[src/rtl/tristate_rx.sv]
// Receive side of a shared tristate pin: turnaround guard, 2-flop sync, deglitch filter.
// Outputs registered; oe=1 forces DRIVE and suppresses all pulses on that edge.
module tristate_rx #(
  parameter int TURN_CYCLES = 2,
  parameter int FILTER_LEN  = 3
) (
  input  logic clk,
  input  logic rst_n,
  input  logic pad_in,
  input  logic oe,
  output logic rx_data,
  output logic rx_valid,
  output logic rx_rise,
  output logic rx_fall,
  output logic rx_active
);

  localparam int MAXV = (TURN_CYCLES > FILTER_LEN) ? TURN_CYCLES : FILTER_LEN;
  localparam int W    = $clog2(MAXV + 1);
  localparam logic [W-1:0] TURN_LAST = W'(TURN_CYCLES - 1);
  localparam logic [W-1:0] FILT_LAST = W'(FILTER_LEN - 1);
  localparam logic [W-1:0] FILL_LAST = W'(1);

  typedef enum logic [1:0] {DRIVE, TURN, FILL, RECV} state_t;

  state_t       state;
  logic         sync1, sync2;
  logic [W-1:0] timer;
  logic [W-1:0] fcnt;

  always_ff @(posedge clk or negedge rst_n) begin
    if (!rst_n) begin
      state     <= DRIVE;
      sync1     <= 1'b0;
      sync2     <= 1'b0;
      timer     <= '0;
      fcnt      <= '0;
      rx_data   <= 1'b0;
      rx_valid  <= 1'b0;
      rx_rise   <= 1'b0;
      rx_fall   <= 1'b0;
      rx_active <= 1'b0;
    end else begin
      sync1    <= pad_in;
      sync2    <= sync1;
      rx_valid <= 1'b0;
      rx_rise  <= 1'b0;
      rx_fall  <= 1'b0;
      // Local driver owns the pin: abandon whatever was in progress.
      if (oe) begin
        state     <= DRIVE;
        timer     <= '0;
        fcnt      <= '0;
        rx_active <= 1'b0;
      end else begin
        case (state)
          DRIVE: begin
            state <= TURN;
            timer <= '0;
          end
          TURN: begin
            if (timer == TURN_LAST) begin
              state <= FILL;
              timer <= '0;
            end else begin
              timer <= timer + 1'b1;
            end
          end
          // Two cycles so both sync stages hold post-turnaround samples.
          FILL: begin
            if (timer == FILL_LAST) begin
              state     <= RECV;
              timer     <= '0;
              rx_data   <= sync2;
              rx_valid  <= 1'b1;
              rx_active <= 1'b1;
              fcnt      <= '0;
            end else begin
              timer <= timer + 1'b1;
            end
          end
          RECV: begin
            if (sync2 != rx_data) begin
              if (fcnt == FILT_LAST) begin
                rx_data  <= sync2;
                rx_valid <= 1'b1;
                rx_rise  <= sync2;
                rx_fall  <= ~sync2;
                fcnt     <= '0;
              end else begin
                fcnt <= fcnt + 1'b1;
              end
            end else begin
              fcnt <= '0;
            end
          end
          default: state <= DRIVE;
        endcase
      end
    end
  end

endmodule

[config.mk]
export PLATFORM = sky130hd
export DESIGN_NAME = tristate_rx
export DESIGN_NICKNAME = d
export VERILOG_FILES = /design/src/rtl/tristate_rx.sv
export SDC_FILE = /design/constraint.sdc
export NUM_CORES = 1
export LEC_CHECK = 0
export CORE_UTILIZATION = 45
export DETAILED_ROUTE_END_ITERATION = 8
export GPL_TIMING_DRIVEN = 0
export PLACE_DENSITY = 0.68
export SLEW_MARGIN = 15
export SYNTH_ARGS = -nofsm -noshare
export SYNTH_HDL_FRONTEND = slang
export SYNTH_SLANG_ARGS = --single-unit
[constraint.sdc]
create_clock -name clk -period 1.8 [get_ports clk]
set_input_delay 0.54 -clock clk [delete_from_list [all_inputs] [get_ports clk]]
set_output_delay 0.54 -clock clk [all_outputs]
set_load 0.02 [all_outputs]
# --- Word level (Yosys, flattened, before mapping) ---
# Index checks and enable logic that the tools add are counted.
classes:
  reduce_logical: 12
  eq_ne: 11
  bitwise_logic: 2
  addsub: 2
  mux: 32
op_table:
  columns: ["cell", "n"]
  rows:
  - ["1-bit two-way mux", 18]
  - ["2-bit two-way mux", 9]
  - ["2-bit case mux with 2 select lines", 2]
  - ["2-bit == test, second input constant", 3]
  - ["2-bit inequality test, second input constant", 3]
  - ["3-bit inequality test, second input constant", 2]
  - ["2-bit case mux with 3 select lines", 1]
  - ["2-bit nonzero test", 3]
  - ["3-bit nonzero test", 2]
  - ["5-bit AND reduction", 1]
  - ["2-bit by 1-bit adder with 2-bit output, second input constant", 2]
  - ["2-bit by 1-bit == test with 1-bit output, second input constant", 2]
  - ["1-bit case mux with 2 select lines", 2]
  - ["2-bit AND reduction", 2]
  - ["4-bit nonzero test", 1]
  - ["3-bit AND reduction", 1]
  - ["2-bit logical NOT", 1]
  - ["1-bit inverter", 2]
  - ["2-bit OR reduction", 1]
  - ["1-bit inequality test", 1]
totals:
  reg_bits: 13
  wordCells: 69

# --- Logic depth before layout (Yosys ltp) ---
# Gate-level depths: netlist of run 1.
logic_depth:
  ltp_word: 5
  depth_mapped: 5
  mapped_depth_nobuf: 5

# --- Worst setup path after synthesis of run 1 ---
# OpenSTA, ideal clock, no wires.
synth_path:
  kind: "register to register"
  start: "register state[0]"
  end: "register fcnt[0]"
  path_buffers: 0
  period_less_slack_ns: 1.540
  setup_ns: 0.128
  path_slack_ns: 0.260
  stages_incl_launch_ff: 6
  arrival_ns: 1.413
  cell_sequence: "dfrtp_1 -> inv_1 -> ha_1 -> and3b_4 -> nor3_2 -> mux2_1"
synth_between:
  elab_chain_cells: 3
synth_lines:
  columns: ["element", "line", "source"]
  rows:
  - ["start: declaration", "26", "state_t state;"]
  - ["start signal: assignment", "33", "state <= DRIVE;"]
  - ["start signal: assignment", "51", "state <= DRIVE;"]
  - ["start signal: assignment", "58", "state <= TURN;"]
  - ["2-bit == test", "56", "case (state)"]
  - ["2-bit case mux with 2 select lines (tied with other cells)", "56", null]
  - ["2-bit two-way mux or 2-bit AND reduction (tied branches)", null, null]
  - ["end signal: assignment", "91", "fcnt <= fcnt + 1'b1;"]
  - ["end: declaration", "29", "logic [W-1:0] fcnt;"]
# Several ways; a longest one is shown, not always the timed one.
# A chain may end at the register's enable or synchronous reset.

# --- Final worst setup path of run 1 ---
layout_path:
  start: "register rx_fall"
  end: "output rx_fall"
layout_rtl:
  columns: ["element", "line", "source"]
  rows:
  - ["start: declaration", "14", "output logic rx_fall,"]
  - ["start signal: assignment", "88", "rx_fall <= ~sync2;"]
# No word-level cell between the ends.

==> out/metrics.yaml, run 1 <==
finish:
  design_area_um2: 807.0
  final_cells: 83
  final_util: 0.5978
  drive_gt1_frac: 0.1618
  antenna_cells: 0
  nNetsFinal: 78
  area_growth_pct: 19.67
  fill_cells: 118
global_routing:
  track_usage: 0.1749
  globalRoute.totalOverflow: 0
  antenna_found_initial: 0
  first_global_vias: 393
  grt_first_pass_wirelength_um: 1738
  grt_max_degree: 14
timing:
  slew_violations: 0
  fin_skew_ps: 8.875
  slew_headroom: 0.6282
  hold_viol_final: 0
  rsz0062_at_grt: "false"
  fmax_mhz: 580.9
  setup_slack_ps: 78.59
  finalSetupViolations: 0
  worst_slew_pin_slew_ps: 555.9
  period_minus_slack_ps: 1721
  holdWs_ps: 358.7
  fin_setup_tns_ps: 0
  period_share: 0.9563
placement:
  hpwl_um: 799.5
  port_buffers: 8
  placed_cells: 79
  place_ws_ps: -173.4
  postPlaceCellArea_um2: 773.2
  routabilityCongestion: 0.6869
drt:
  wirelength_um: 1108
  antenna_left: 0
  vias_per_cell: 5.241
  vias: 435
  drcViolationCount: 0
  wl_per_cell_um: 13.35
  dr.pass1.iters: 4
  drtIter0Drc: 2
synthesis:
  syn_avg_cell_area_um2: 12.04
  synth_top_area_frac: 0.4824
  yosys_most_used_dff: "dfrtp_1"
  synthArstFlopShare: 1.000
  yosys-top-cells-count: "dfrtp_1 (13), ha_1 (5), nor2_1 (5)"
  yosys_warnings: 0
  ys_seq_area_frac: 0.4824
  yosys.area.top_type: "dfrtp_1"
  synth_seq_cells: 13
  netlist-cell-type-count: 24
  synth-edff-count: 0
  synth.most_common_cell: "dfrtp_1"
  ys_top_cells_by_area: "dfrtp_1 (48%), ha_1 (9.3%), mux2i_1 (5.9%)"
  netlist_area_um2: 674.4
  netlist_instances: 56
  synth_nets: 65
clock_tree:
  cts.htree.levels: 1
  cts_buffer_depth: 2
  cts-root-buf: "clkbuf_4"
  insertion_delay_ps: 280
  clk_pin_slew_ps: 80
  cts_sinks: 13
  tritoncts: "yes"
  cts_buffers: 3
worst_hold_path:
  hp-class: "flop to flop"
worst_setup_path:
  crit_required_ps: 1260
  cp_max_fo: 1
  crit_path_end_kind: "output pin"
  slowest_delay_ps: 590
  worstPathArrival_ps: 1180
  worstPathCellList: "clkdlybuf4s50_1"
  crit_family: "buffers and inverters"
  start_kind: "flop"
  critical_path_class: "flop to output pin"
  critPathSlowestCell: "clkdlybuf4s50_1"
  cp.buffers_inverters: 1
floorplan:
  die_area_um2: 1657
  design.core.area_um2: 1350
  pin_count: 9
  die_w_um: 40.71
  die_y_um: 40.71
  start_util: 0.4995
  num_rows: 13
power_and_ir_drop:
  p_leak_nw: 0.4059
  total_power_mw: 0.8505
  ir_worst_vdd_mv: 0.8538
  powerDensity_nw_per_um2: 1054
flow_run:
  max_cap_viol_count: 0
outcome:
  outcome: "finished clean"
## area by class of cell
cell class                      instances  area (µm²)  share of cell area
Clock buffer                            3       22.52             0.02791
Clock inverter                          1       5.005            0.006202
Inverter                                3       11.26             0.01395
Multi-Input combinational cell         40       340.3              0.4217
Tap cell                               15       18.77             0.02326
Sequential cell                        13       325.3              0.4031
Timing Repair Buffer                    8       83.83              0.1039
## worst reg2reg max path: stages, from the launching register on
cell     delay (ps)
dfrtp_1         420
inv_1           140
ha_2            260
and2b_1         200
nor3_2          160
mux2_1          340
## state kept, by name, summed over array words and instances (netlist names)
signal	flops
rx_active	1
rx_data	1
rx_fall	1
sync2	1
rx_rise	1
rx_valid	1
sync1	1
state	2
timer	2
fcnt	2
## final timing paths
kind,from,to,slack (ps),cells past startpoint
max,rx_fall,rx_fall,80,1
min,sync1,sync2,360,0
max reg2reg,state[0],fcnt[1],170,5
min reg2reg,sync1,sync2,360,0
max in group asynchronous,rst_n,rx_valid,810,1
min in group asynchronous,rst_n,rx_data,620,1
## cell usage in the layout (no fill, tap or decap), types with 2 or more instances in the layout
master	instances
dfrtp_1	13
nor2_1	5
clkdlybuf4s50_1	5
nand2b_1	4
mux2i_1	4
ha_1	4
inv_1	3
mux2_1	3
clkbuf_4	3
nor3b_2	2
nand2_1	2
dlymetal6s2s_1	2
## where the power goes
group / internal [mW] / switching, mW / total (mW)
registers: 0.329 / 0.0436 / 0.373
clock network: 0.0823 / 0.0926 / 0.175
logic: 0.148 / 0.154 / 0.303
total: 0.560 / 0.291 / 0.850
## timing repair
| item | in CTS | in global routing |
|---|---|---|
| setup endpoints to repair | 1 | 4 |
| setup buffers | 0 | 0 |
| resized for setup | 1 | 3 |
| hold buffers | 0 | 0 |
| gates cloned | 0 | 0 |
## kinds of logic (layout without fill, tap and decap cells)
family / after synthesis / count (layout) / synth area share
and+or+nand+nor: 22 / 22 / 0.2208
DFF: 13 / 13 / 0.4824
muxes: 7 / 7 / 0.1095
adders and majority gates: 5 / 5 / 0.09276
AOI/OAI and AO/OA: 5 / 5 / 0.06492
buffers and inverters: 3 / 15 / 0.01670
xor gates and xnor gates: 1 / 1 / 0.01299
## routing by layer
| layer | track usage | vias up | part of all wire | wire [µm] |
|---|---|---|---|---|
| met1 | 0.1966 | 202 | 0.44 | 491 |
| met4 | 0.07500 | 0 | 0.011 | 12 |
| met2 | 0.2698 | 11 | 0.48 | 537 |
| li1 | - | 220 | - | - |
| met5 | 0 | - | 0 | 0 |
| met3 | 0.09783 | 2 | 0.060 | 66 |
(Power assumes the default switching activity.)
==> run 2: changes to the inputs <==
- CTS_CLUSTER_SIZE: default -> 12
- DONT_BUFFER_PORTS: default -> 1
- PLACE_DENSITY: 0.68 -> 0.61
==> run 2 against run 1 <==
Hold slack got worse by 64 ps. Global-route usage grew 0.41 points. First-iteration DRC count unchanged. Clock power about the same. Worst setup slack improved by 84 ps. Utilization decreased by 5.1 points. Non-clock buffer count shrank 6. Highest routed layer is now met3. Combinational power shrank 6.6%. Critical path depth rose by 4. Largest cell class unchanged. Fmax up 5.1%. Cell area down 8.5%. Die area unchanged.
==> out/metrics.yaml, run 2 (synthesized netlist as in run 1, its figures left out) <==
finish:
  area_growth_pct: 9.462
  final_cells: 77  # -7.2%
  final_util: 0.5468  # -0.05097
  final_cell_mix: "dfrtp_1 (13), nor2_1 (5), ha_1 (5)"
  nNetsFinal: 72  # -7.7%
  antenna_cells: 0  # unchanged
  drive_gt1_frac: 0.1774  # +0.01565
  final_common_cell: "dfrtp_1"
  design_area_um2: 738.2  # -8.5%
  top_regs: "fcnt (2), state (2), timer (2)"
global_routing:
  grt_first_pass_wirelength_um: 1842  # +6.0%
  track_usage: 0.1790  # +0.004127
  first_global_vias: 422  # +7.4%
  grt_max_degree: 14  # unchanged
  antenna_found_initial: 0  # unchanged
  globalRoute.totalOverflow: 0  # unchanged
placement:
  place_ws_ps: 129.6  # +303.0 ps
  port_buffers: 0  # -8
  placed_cells: 71  # -10%
  hpwl_um: 833.6  # +4.3%
  routabilityCongestion: 0.8018  # +17%
  postPlaceCellArea_um2: 693.2  # -10%
drt:
  dr.pass1.iters: 2  # -2
  drcViolationCount: 0  # unchanged
  vias: 428  # -1.6%
  antenna_left: 0  # unchanged
  wirelength_um: 1078  # -2.7%
  drtIter0Drc: 2  # unchanged
  wl_per_cell_um: 14.00  # +4.9%
  vias_per_cell: 5.558  # +6.1%
outcome:
  outcome: "finished clean"
worst_setup_path:
  start_kind: "flop"
  crit_path_end_kind: "flop"
  crit_required_ps: 1960  # +700 ps
  cp_max_fo: 6  # +5
  worstPathArrival_ps: 1800  # +620 ps
  critical_path_class: "flop to flop"
clock_tree:
  tritoncts: "yes"
  cts.htree.levels: 1  # unchanged
  cts_buffers: 3  # unchanged
  cts_buffer_depth: 2  # unchanged
  clk_pin_slew_ps: 80  # about the same
  insertion_delay_ps: 270  # about the same
  cts-root-buf: "clkbuf_4"
  cts_sinks: 13  # unchanged
timing:
  hold_viol_final: 0  # unchanged
  setup_slack_ps: 162.1  # +83.54 ps
  fin_setup_tns_ps: 0  # unchanged
  fin_skew_ps: 4.791  # -4.085 ps
  slew_headroom: 0.6342  # +0.005990
  holdWs_ps: 294.4  # -64.32 ps
  slew_violations: 0  # unchanged
  period_share: 0.9099  # -0.04641
  rsz0062_at_grt: "false"
  worst_slew_pin_slew_ps: 546.9  # -9.048 ps
  finalSetupViolations: 0  # unchanged
  period_minus_slack_ps: 1638  # -83.54 ps
  fmax_mhz: 610.6  # +5.1%
power_and_ir_drop:
  p_leak_nw: 0.3485  # -14%
  total_power_mw: 0.8444  # -0.71%
  powerDensity_nw_per_um2: 1144  # +8.5%
  ir_worst_vdd_mv: 0.7079  # -17%
floorplan:
  die_w_um: 40.71  # unchanged
  num_rows: 13  # unchanged
  start_util: 0.4995  # unchanged
  design.core.area_um2: 1350  # unchanged
  die_y_um: 40.71  # unchanged
  die_area_um2: 1657  # unchanged
  pin_count: 9  # unchanged
flow_run:
  max_cap_viol_count: 0  # unchanged
worst_hold_path:
  hp-class: "primary input to flop"
==> run 2: changes by cell type in the layout (fill, tap and decap cells not counted), sizes merged <==
cell | before | now
buf | 0 | 1
dlygate4sd3 | 0 | 1
dlymetal6s2s | 2 | 0
dlygate4sd2 | 1 | 0
clkdlybuf4s50 | 5 | 0
==> run 2: final cells by class <==
cell class,instances,area [µm²]
Clock buffer,3,22.52
Clock inverter,1,5.005
Fill cell,116,611.8
Inverter,3,11.26
Multi-Input combinational cell,40,337.8
Sequential cell,13,325.3
Tap cell,15,18.77
Timing Repair Buffer,2,17.52
==> run 2: timing repair <==
action	in CTS	in global routing
gates resized for setup	0	0
hold buffers	1	0
setup buffers	0	1
hold endpoints to repair	13	0
setup endpoints to repair	0	1
==> run 2: layer usage <==
| metal | share of wire | GRT usage | vias up |
|---|---|---|---|
| li1 | - | - | 210 |
| met4 | 0 | 0.05000 | 0 |
| met1 | 0.46 | 0.2063 | 206 |
| met5 | 0 | 0 | - |
| met2 | 0.49 | 0.2897 | 12 |
| met3 | 0.053 | 0.09239 | 0 |
==> run 2: path summary, 6_finish.rpt <==
check / slack, ps / to / cells past startpoint / startpoint
min in group asynchronous: 680 / fcnt[0] / 1 / rst_n
min reg2reg: 350 / sync2 / 0 / sync1
max reg2reg: 160 / fcnt[1] / 5 / state[0]
max: 160 / fcnt[1] / 5 / state[0]
max in group asynchronous: 750 / timer[1] / 1 / rst_n
min: 290 / sync1 / 0 / pad_in
==> run 2: power by group <==
| group | leakage, nW | total, mW | switching, mW | internal, mW |
|---|---|---|---|---|
| logic | 0.158 | 0.283 | 0.142 | 0.141 |
| registers | 0.173 | 0.389 | 0.0604 | 0.329 |
| clock network | 0.0177 | 0.173 | 0.0903 | 0.0823 |
==> run 2: critical path, stage by stage (launching register included) <==
cell and delay [ps]:
dfrtp_1 390, inv_1 130, ha_1 290, and2b_1 220, nor3_2 150, mux2_1 350
==> run 3: changes to the inputs <==
- CAP_MARGIN: default -> 15
==> results of run 3 <==
Same layout as run 2: the final DEF is identical, and so are final timing and power.
